[src/rtl/multicycle_sequencer.sv]
// rtl/multicycle_sequencer.sv - multi-cycle FETCH/DECODE/EXEC/MEM/WB control sequencer
//
// Purpose: steps each instruction of the 16-bit, 3-bit-opcode CPU through a
// clocked FSM. It handshakes with a shared instruction/data memory port and
// drives per-state datapath strobes.
//
// Ports:
//   Clk, Rst_N     clock, asynchronous active-low reset
//   Run            allow fetching (sampled in IDLE and at retirement)
//   Opcode         IR[15:13], latched into op_q in DECODE
//   Zero           ALU zero flag (used by BEQ in EXEC)
//   Mem_Ready      memory completes the current request this cycle
//   Mem_Req        memory request (FETCH / MEM)
//   IR_Write       load instruction register
//   PC_Write       update PC
//   Alu_Src        ALU operand B = immediate
//   Branch, Jump   PC target select
//   Mem_Write      memory request is a write
//   Reg_Write      register file write
//   Mem_To_Reg     writeback data from memory
//   Reg_Dst        destination register select
//   Busy           FSM not in IDLE
//   Instr_Done     one-cycle retirement pulse
//   Err            sticky memory-timeout flag
//   Instr_Count    retired-instruction counter (wraps)
module multicycle_sequencer #(
   parameter int MAX_WAIT = 15,
   parameter int CNT_W    = 16
) (
   input  logic             Clk,
   input  logic             Rst_N,
   input  logic             Run,
   input  logic [2:0]       Opcode,
   input  logic             Zero,
   input  logic             Mem_Ready,
   output logic             Mem_Req,
   output logic             IR_Write,
   output logic             PC_Write,
   output logic             Alu_Src,
   output logic             Branch,
   output logic             Jump,
   output logic             Mem_Write,
   output logic             Reg_Write,
   output logic             Mem_To_Reg,
   output logic             Reg_Dst,
   output logic             Busy,
   output logic             Instr_Done,
   output logic             Err,
   output logic [CNT_W-1:0] Instr_Count
);

   typedef enum logic [2:0] {
      S_IDLE,
      S_FETCH,
      S_DECODE,
      S_EXEC,
      S_MEM,
      S_WB,
      S_ERR
   } state_t;

   localparam logic [7:0] WAIT_LIMIT = 8'(MAX_WAIT);

   localparam logic [2:0] OP_BEQ = 3'b100;
   localparam logic [2:0] OP_SW  = 3'b101;
   localparam logic [2:0] OP_LW  = 3'b110;
   localparam logic [2:0] OP_J   = 3'b111;

   state_t           state;
   logic [2:0]       op_q;
   logic [7:0]       wait_cnt;
   logic             err_q;
   logic [CNT_W-1:0] cnt_q;

   // Strobes are a pure function of state, op_q, Zero and Mem_Ready, so an
   // asynchronous reset (state -> IDLE) drops every strobe immediately.
   // DECODE looks at Opcode directly because op_q is only being loaded there.
   always_comb begin
      Mem_Req    = 1'b0;
      IR_Write   = 1'b0;
      PC_Write   = 1'b0;
      Alu_Src    = 1'b0;
      Branch     = 1'b0;
      Jump       = 1'b0;
      Mem_Write  = 1'b0;
      Reg_Write  = 1'b0;
      Mem_To_Reg = 1'b0;
      Reg_Dst    = 1'b0;
      Instr_Done = 1'b0;
      case (state)
         S_FETCH: begin
            Mem_Req  = 1'b1;
            IR_Write = Mem_Ready;
            PC_Write = Mem_Ready;
         end
         S_DECODE: begin
            if (Opcode == OP_J) begin
               Jump       = 1'b1;
               PC_Write   = 1'b1;
               Instr_Done = 1'b1;
            end
         end
         S_EXEC: begin
            Alu_Src = (op_q == 3'b001) || (op_q == OP_BEQ) ||
                      (op_q == OP_SW)  || (op_q == OP_LW);
            if (op_q == OP_BEQ) begin
               Branch     = 1'b1;
               PC_Write   = Zero;
               Instr_Done = 1'b1;
            end
         end
         S_MEM: begin
            Mem_Req    = 1'b1;
            Mem_Write  = (op_q == OP_SW);
            Instr_Done = Mem_Ready && (op_q == OP_SW);
         end
         S_WB: begin
            Reg_Write  = 1'b1;
            Reg_Dst    = 1'b1;
            Mem_To_Reg = (op_q == OP_LW);
            Instr_Done = 1'b1;
         end
         default: ;
      endcase
   end

   assign Busy        = (state != S_IDLE);
   assign Err         = err_q;
   assign Instr_Count = cnt_q;

   // wait_cnt defaults to zero every cycle and only counts while a memory
   // request is stalled, so it is always zero on entry to FETCH or MEM.
   // A stall is judged against the pre-increment count: Mem_Ready arriving in
   // the cycle the count equals the limit is still a success.
   always_ff @(posedge Clk or negedge Rst_N) begin
      if (!Rst_N) begin
         state    <= S_IDLE;
         op_q     <= 3'b000;
         wait_cnt <= 8'd0;
         err_q    <= 1'b0;
         cnt_q    <= '0;
      end else begin
         wait_cnt <= 8'd0;
         if (Instr_Done) begin
            cnt_q <= cnt_q + CNT_W'(1);
         end
         case (state)
            S_IDLE: begin
               if (Run) state <= S_FETCH;
            end
            S_FETCH: begin
               if (Mem_Ready) begin
                  state <= S_DECODE;
               end else if (wait_cnt == WAIT_LIMIT) begin
                  state <= S_ERR;
                  err_q <= 1'b1;
               end else begin
                  wait_cnt <= wait_cnt + 8'd1;
               end
            end
            S_DECODE: begin
               op_q <= Opcode;
               if (Opcode == OP_J) state <= Run ? S_FETCH : S_IDLE;
               else                state <= S_EXEC;
            end
            S_EXEC: begin
               case (op_q)
                  3'b000, 3'b001, 3'b010, 3'b011: state <= S_WB;
                  OP_BEQ:                         state <= Run ? S_FETCH : S_IDLE;
                  OP_SW, OP_LW:                   state <= S_MEM;
                  default:                        state <= S_IDLE;
               endcase
            end
            S_MEM: begin
               if (Mem_Ready) begin
                  if (op_q == OP_SW) state <= Run ? S_FETCH : S_IDLE;
                  else               state <= S_WB;
               end else if (wait_cnt == WAIT_LIMIT) begin
                  state <= S_ERR;
                  err_q <= 1'b1;
               end else begin
                  wait_cnt <= wait_cnt + 8'd1;
               end
            end
            S_WB: begin
               state <= Run ? S_FETCH : S_IDLE;
            end
            S_ERR: begin
               state <= S_ERR;
            end
            default: begin
               state <= S_IDLE;
            end
         endcase
      end
   end

endmodule

[config.mk]
export PLATFORM = sky130hd
export DESIGN_NAME = multicycle_sequencer
export DESIGN_NICKNAME = d
export VERILOG_FILES = /design/src/rtl/multicycle_sequencer.sv
export SDC_FILE = /design/constraint.sdc
export NUM_CORES = 1
export LEC_CHECK = 0
export CORE_ASPECT_RATIO = 0.6
export CORE_UTILIZATION = 35
export CTS_CLUSTER_SIZE = 8
export DETAILED_ROUTE_END_ITERATION = 10
export RECOVER_POWER = 25
export SYNTH_ARGS = -nofsm -noshare
export SYNTH_HDL_FRONTEND = slang
export SYNTH_SLANG_ARGS = --single-unit
[constraint.sdc]
create_clock -name Clk -period 3.3 [get_ports Clk]
set_input_delay 0.66 -clock Clk [delete_from_list [all_inputs] [get_ports Clk]]
set_output_delay 0.66 -clock Clk [all_outputs]
set_load 0.02 [all_outputs]
==> results.txt, run 1 <==
Status = finished, violations left
Failing checks = max-capacitance violations, max-slew violations
Largest family of logic cells by synthesized area = simple AND/OR/NAND/NOR gates
Initial core utilization = 0.3692
Compound-Gate Fraction of Synth Area = 0.1550
Area growth syn-to-layout = 27.27%
Inserted Clock Buffers = 5
Final slew viol count = 32
Post-synthesis xor/xnor area fraction = 0.1126
FF-to-FF Start = state[1]
Share of the synthesized area in the top cell type = 0.4532
Worst Max-Slew Pin Slew = 1.703 ns
Crit-path most repeated cell = clkdlybuf4s50_1
Vias in the first global route = 1335
Setup TNS = 0 ns
Synth warnings = 0
Top cell family by delay on the critical path = buffers and inverters
Sequential share of the synthesized area = 0.4532
Crit. End Element = output port
Clock skew = 0.009607 ns
Final min period = 3.034 ns
GRT overflow = 0
Post-synth EDFFs = 0
Largest net degree at the start of global routing = 32
Hold-fix buffers, CTS = 0
Cell count after synthesis = 163
GRT Util Overall = 0.1659
Iteration-0 DRC Markers = 58
Drc violations = 0
FP Rows = 19
Top post-synthesis cells by area = dfrtp_1 45%, xnor2_1 10%, nor2_1 3.7%, mux2_2 2.6%, o2111ai_2 2.6%
Period utilization = 0.9195
TritonRoute pass-1 iters = 5
R2R cell count = 5
Vias = 1391
Worst-path clk slew = 0.06 ns
Initial antenna violation count = 0
Main synth FF type = dfrtp_1
Wire per inst = 14.97 um
Worst hold slack = 0.4846 ns
RSZ-0062 raised after global routing = no
Crit-path slowest cell = clkdlybuf4s50_1
Skew-Pair Late Insertion Delay = 0.29 ns
Dpl ws = 0.2654 ns
Chip width = 92.28 um
Die Y = 56.17 um
# resized after CTS = 0
Layout Nets = 208
Met3 Usage GRT = 0.05055
Post-DP HPWL = 2.763 mm
Crit Path Max Fanout = 4
Worst hold path depth = 1
Clk sinks = 31
Cells along the critical path = clkdlybuf4s50_1 -> nand3_1 -> o22ai_4 -> nor2_1 -> inv_1 -> clkdlybuf4s50_1
Critical path class = input port to output port
Crit path required time = 2.64 ns
CTS tree = yes
Critical Path Start Type = input port
Routed vias/inst = 5.309
ANT cells = 0
Syn_nets = 173
Post-CTS setup buffer count = 0
Adder-cell share of the synthesized area = 0.01462
Routability Congestion = 0.8413
Netlist cell types = 41
CORE AREA = 4636 um^2
FF-to-FF setup slack = 1.36 ns
Mapped Avg Cell Area = 10.50 um^2
Worst Path Buf+Inv = 3
Arrival time worst endpoint = 2.37 ns
HP Start = Instr_Count[13]
Clock Path Buffers = 2
Gr busiest metal = met1
Synth area leader = dfrtp_1
Multiplexer area fraction after synthesis = 0.03216
Fillers = 434
Fmax = 329.6 MHz
Routed WL = 3.921 mm
Detail Route Antenna Nets = 0
Post-synthesis cell area = 1712 um^2
First-pass GRT wire length = 6.603 mm
Simple-gate share of the synthesized area = 0.1813
Io pins = 37
# setup viols final = 0
Die area = 5183 um^2
Final Hold Viols = 0
Final worst setup slack = 0.2656 ns
Grt met2 use = 0.2324
PortBufs = 36
Power Density = 668.6 nW/um^2
Max cap viols = 1
Clock tree root driver cell = clkbuf_8
HP Class = flop to flop
H-tree levels = 2
Met1 Use GR = 0.2424
#FFs+latches synth = 31
Hold EP = Instr_Count[13]
Leakage = 0.8951 nW
Peak VDD IR = 0.0002630 V
Slew margin rel. = -0.1352
Reg2reg end = Instr_Count[15]
Post-synth ARST share = 1.000
Share of cells above drive strength 1 = 0.1055
CP max stage delay = 0.60 ns
worst max path at each step:
stage                         start          to  cells after the start  slack, ns
after detailed placement  Opcode[2]  Instr_Done                      6       0.27
after floorplan             op_q[0]    PC_Write                      4       1.00
after CTS                 Opcode[1]  Instr_Done                      6       0.26
after global placement    Opcode[2]  Instr_Done                      6       0.31
after global routing      Opcode[2]  Instr_Done                      6       0.19
final                     Opcode[2]  Instr_Done                      6       0.27
routing by layer:
layer	up-vias	share of wire	routed length, um
li1	651	-	-
met4	0	0.0061	24
met5	-	0	0
met2	40	0.43	1680
met1	696	0.52	2039
met3	4	0.045	177
final cells by class:
type                    count  area, um^2  share of cell area
repair buffers             39       379.1              0.1740
clock buffers               7       76.32             0.03504
well taps                  63       78.83             0.03619
flip-flops and latches     31       775.7              0.3561
clock inverters             1       5.005            0.002298
inverters                   4       15.01            0.006893
multi-input cells         117       848.3              0.3894
through the flow:
step	power (mW)	std cells	util	area (um^2)
6_report	1.456	262	0.4699	2178
5_1_grt	1.550	262	0.4699	2178
4_1_cts	1.464	262	0.4707	2182
3_5_place_dp	1.171	254	0.4532	2101
3_3_place_gp	1.157	254	0.4532	2101
2_1_floorplan	0.9594	163	-	1712
cell usage after synthesis, drive strengths merged (2+ instances only):
| cell | instances |
|---|---|
| nor2b | 2 |
| nand3 | 4 |
| xor2 | 2 |
| xnor2 | 20 |
| clkbuf | 3 |
| or3b | 3 |
| inv | 4 |
| o22ai | 2 |
| nor3 | 2 |
| o211ai | 5 |
| a22oi | 2 |
| nand2 | 10 |
| buf | 8 |
| and3b | 2 |
| mux2 | 4 |
| o2111ai | 7 |
| dfrtp | 31 |
| ha | 2 |
| nor2 | 17 |
| a31o | 2 |
| and4 | 3 |
| o21bai | 2 |
| a21oi | 2 |
| o21ai | 4 |
| and2 | 3 |
| and3 | 6 |
| o221ai | 2 |
flip-flops by register name, summed over array words and instances, names as in the netlist:
name / cells
Instr_Count: 16
Err: 1
wait_cnt: 8
op_q: 3
state: 3
power breakdown:
| group | switching, mW | internal, mW | leakage [nW] |
|---|---|---|---|
| Combinational | 0.304 | 0.280 | 0.444 |
| Sequential | 0.130 | 0.449 | 0.409 |
| Clock | 0.145 | 0.148 | 0.0422 |
| Total | 0.579 | 0.877 | 0.895 |
placed cells by master, fill, tap and decap left out, types with 2 or more instances in the layout:
cell and n:
ha_1 2, and2_1 3, a31o_2 2, dfrtp_1 31, clkdlybuf4s50_1 35, o21ai_0 4, or3b_2 2, a21oi_1 2
and4_1 3, xnor2_1 20, o221ai_1 2, a22oi_1 2, o2111ai_2 3, nor3_1 2, xor2_1 2, nor2_1 17
o21bai_1 2, nand3_1 4, o2111ai_1 4, buf_4 2, o211ai_1 5, nor2b_1 2, mux2_2 4, nand2_1 10
clkbuf_8 5, and3b_1 2, inv_1 4, and3_1 6, clkbuf_1 3
cell families after synthesis:
group	count (synthesis)
DFF	31
xor gates and xnor gates	22
and+or+nand+nor	57
AOI/OAI and AO/OA	31
adders and majority gates	2
muxes	5
buffers and inverters	15
Note: power is estimated with default switching activity, not from simulation.
==> run 2: changes to the inputs <==
--- a/config.mk
+++ b/config.mk
@@ -6,6 +6,7 @@
 export NUM_CORES = 1
 export LEC_CHECK = 0
 export CORE_ASPECT_RATIO = 0.6
+export CORE_MARGIN = 1.5
 export CORE_UTILIZATION = 35
 export CTS_CLUSTER_SIZE = 8
 export DETAILED_ROUTE_END_ITERATION = 10
==> run 2 against run 1 <==
  * The run still ends with max-capacitance violations, max-slew violations left
  * Sequential power about the same
  * Cell count increased by 0.38%
  * Via count decreased by 1.3%
  * Highest routed layer unchanged
==> results.txt, run 2 (synthesis gave the netlist of run 1 again) <==
Worst hold path depth = 1 (unchanged)
Clock Path Buffers = 2 (unchanged)
Period utilization = 0.9083 (-0.01121)
CP max stage delay = 0.60 ns (about the same)
CTS tree = yes
Inserted Clock Buffers = 5 (unchanged)
Worst-path clk slew = 0.06 ns (about the same)
Reg2reg end = Instr_Count[9]
Crit path required time = 2.64 ns (about the same)
Io pins = 37 (unchanged)
Initial core utilization = 0.3692 (unchanged)
Setup TNS = 0 ns (unchanged)
Final slew viol count = 32 (unchanged)
Clock skew = 0.004608 ns (-0.004999 ns)
Crit path depth = 6 (unchanged)
FP Rows = 19 (unchanged)
Design area = 2205 um^2 (+1.2%)
Area growth syn-to-layout = 28.80%
H-tree levels = 2 (unchanged)
GRT Util Overall = 0.1494 (-0.01650)
Final worst setup slack = 0.3026 ns (+0.03700 ns)
Vias = 1373 (-1.3%)
PortBufs = 36 (unchanged)
RSZ-0062 raised after global routing = no
Power Density = 677.2 nW/um^2 (+1.3%)
Max cap viols = 1 (unchanged)
Footprint of the multi-input gates = 848.3 um^2 (unchanged)
# resized after CTS = 0 (unchanged)
Fillers = 450 (+3.7%)
# setup viols final = 0 (unchanged)
Fmax = 333.6 MHz (+1.2%)
CORE AREA = 4636 um^2 (unchanged)
Clock tree root driver cell = clkbuf_8
Dpl cell area = 2108 um^2 (+0.36%)
Initial antenna violation count = 0 (unchanged)
Crit-path slowest cell = clkdlybuf4s50_1
Drc violations = 0 (unchanged)
Skew-Pair Late Insertion Delay = 0.28 ns (about the same)
Slew margin rel. = -0.08731 (+0.04784)
Cells along the critical path = clkdlybuf4s50_1 -> nand3_1 -> o22ai_4 -> nor2_1 -> inv_1 -> clkdlybuf4s50_1
Iteration-0 DRC Markers = 76 (+31%)
TritonRoute pass-1 iters = 4 (-1)
Critical Path Start Type = input port
Post-CTS setup buffer count = 0 (unchanged)
HP Class = flop to flop
Layout Nets = 209 (+0.48%)
Final Hold Viols = 0 (unchanged)
FF-to-FF setup slack = 1.38 ns (+0.02 ns)
Die Y = 57.17 um (+1.8%)
First-pass GRT wire length = 6.127 mm (-7.2%)
Wire per inst = 14.50 um (-3.1%)
ANT cells = 0 (unchanged)
Leakage = 0.9086 nW (+1.5%)
Chip width = 93.28 um (+1.1%)
Routed vias/inst = 5.221 (-1.7%)
Worst Setup SP = Opcode[1]
Die area = 5333 um^2 (+2.9%)
Top cell family by delay on the critical path = buffers and inverters
Clk sinks = 31 (unchanged)
Worst Max-Slew Pin Slew = 1.631 ns (-0.07176 ns)
Share of cells above drive strength 1 = 0.1150 (+0.009472)
Dpl ws = 0.2992 ns (+0.03374 ns)
Sequential Area = 775.7 um^2 (unchanged)
Vias in the first global route = 1290 (-3.4%)
Total Power = 1.493 mW (+2.5%)
FF-to-FF Start = state[1]
Commonest non-fill, non-tap cell in the layout = clkdlybuf4s50_1
Routability Congestion = 0.8242 (-2.0%)
Largest net degree at the start of global routing = 32 (unchanged)
Arrival time worst endpoint = 2.34 ns (-0.03 ns)
Final min period = 2.997 ns (-0.03700 ns)
Crit-path most repeated cell = clkdlybuf4s50_1
Failing checks = max-capacitance violations, max-slew violations
GRT overflow = 0 (unchanged)
Crit Path Max Fanout = 4 (unchanged)
Crit. End Element = output port
Max FFs per register = 16 (unchanged)
Hold EP = wait_cnt[0]
R2R cell count = 5 (unchanged)
Post-DP HPWL = 2.768 mm (+0.21%)
Peak VDD IR = 0.0002156 V (-18%)
HP Start = wait_cnt[0]
Detail Route Antenna Nets = 0 (unchanged)
Routed WL = 3.814 mm (-2.7%)
Status = finished, violations left
Commonest cells after routing, fill and taps aside = 35 x clkdlybuf4s50_1, 31 x dfrtp_1, 20 x xnor2_1, 17 x nor2_1, 10 x nand2_1
Critical path class = input port to output port
Hold-fix buffers, CTS = 0 (unchanged)
Worst Path Buf+Inv = 3 (unchanged)
[run 2: cell types whose count changed in the layout (fill, tap and decap cells not counted)]
cell / delta
clkbuf_8: +2
buf_4: +1
clkinv_2: -1
clkbuf_1: -1
[run 2: worst max path at each step]
stage,end,slack [ns]
2_1_floorplan,PC_Write,1.00
3_3_place_gp,Instr_Done,0.34
3_5_place_dp,Instr_Done,0.30
4_1_cts,Instr_Done,0.29
5_1_grt,Instr_Done,0.23
6_report,Instr_Done,0.30
[run 2: routing by layer]
metal | GRT usage | vias up | wire length, um
li1 | - | 657 | -
met1 | 0.2178 | 670 | 1879
met2 | 0.2019 | 39 | 1688
met3 | 0.04800 | 7 | 201
met4 | 0.06277 | 0 | 45
met5 | 0 | - | 0
[run 2: area by class of cell]
type	instances	share of cell area
multi-input combinational	117	0.3848
inverter	4	0.006810
timing repair buffer	40	0.1754
clock buffer	8	0.04540
sequential	31	0.3519
tap	63	0.03575
[run 2: where the power goes]
part	leakage (nW)	switching [mW]	internal, mW	total [mW]
clock	0.0515	0.131	0.190	0.321
sequential	0.409	0.131	0.449	0.580
combinational	0.448	0.308	0.285	0.592
[run 2: stage by stage]
step	instances	hold slack, ns	utilization
3_3_place_gp	255	0.4454	0.4548
6_report	263	0.4648	0.4756
4_1_cts	263	0.4683	0.4764
3_5_place_dp	255	0.4595	0.4548
2_1_floorplan	163	0.3644	-
5_1_grt	263	0.4913	0.4756
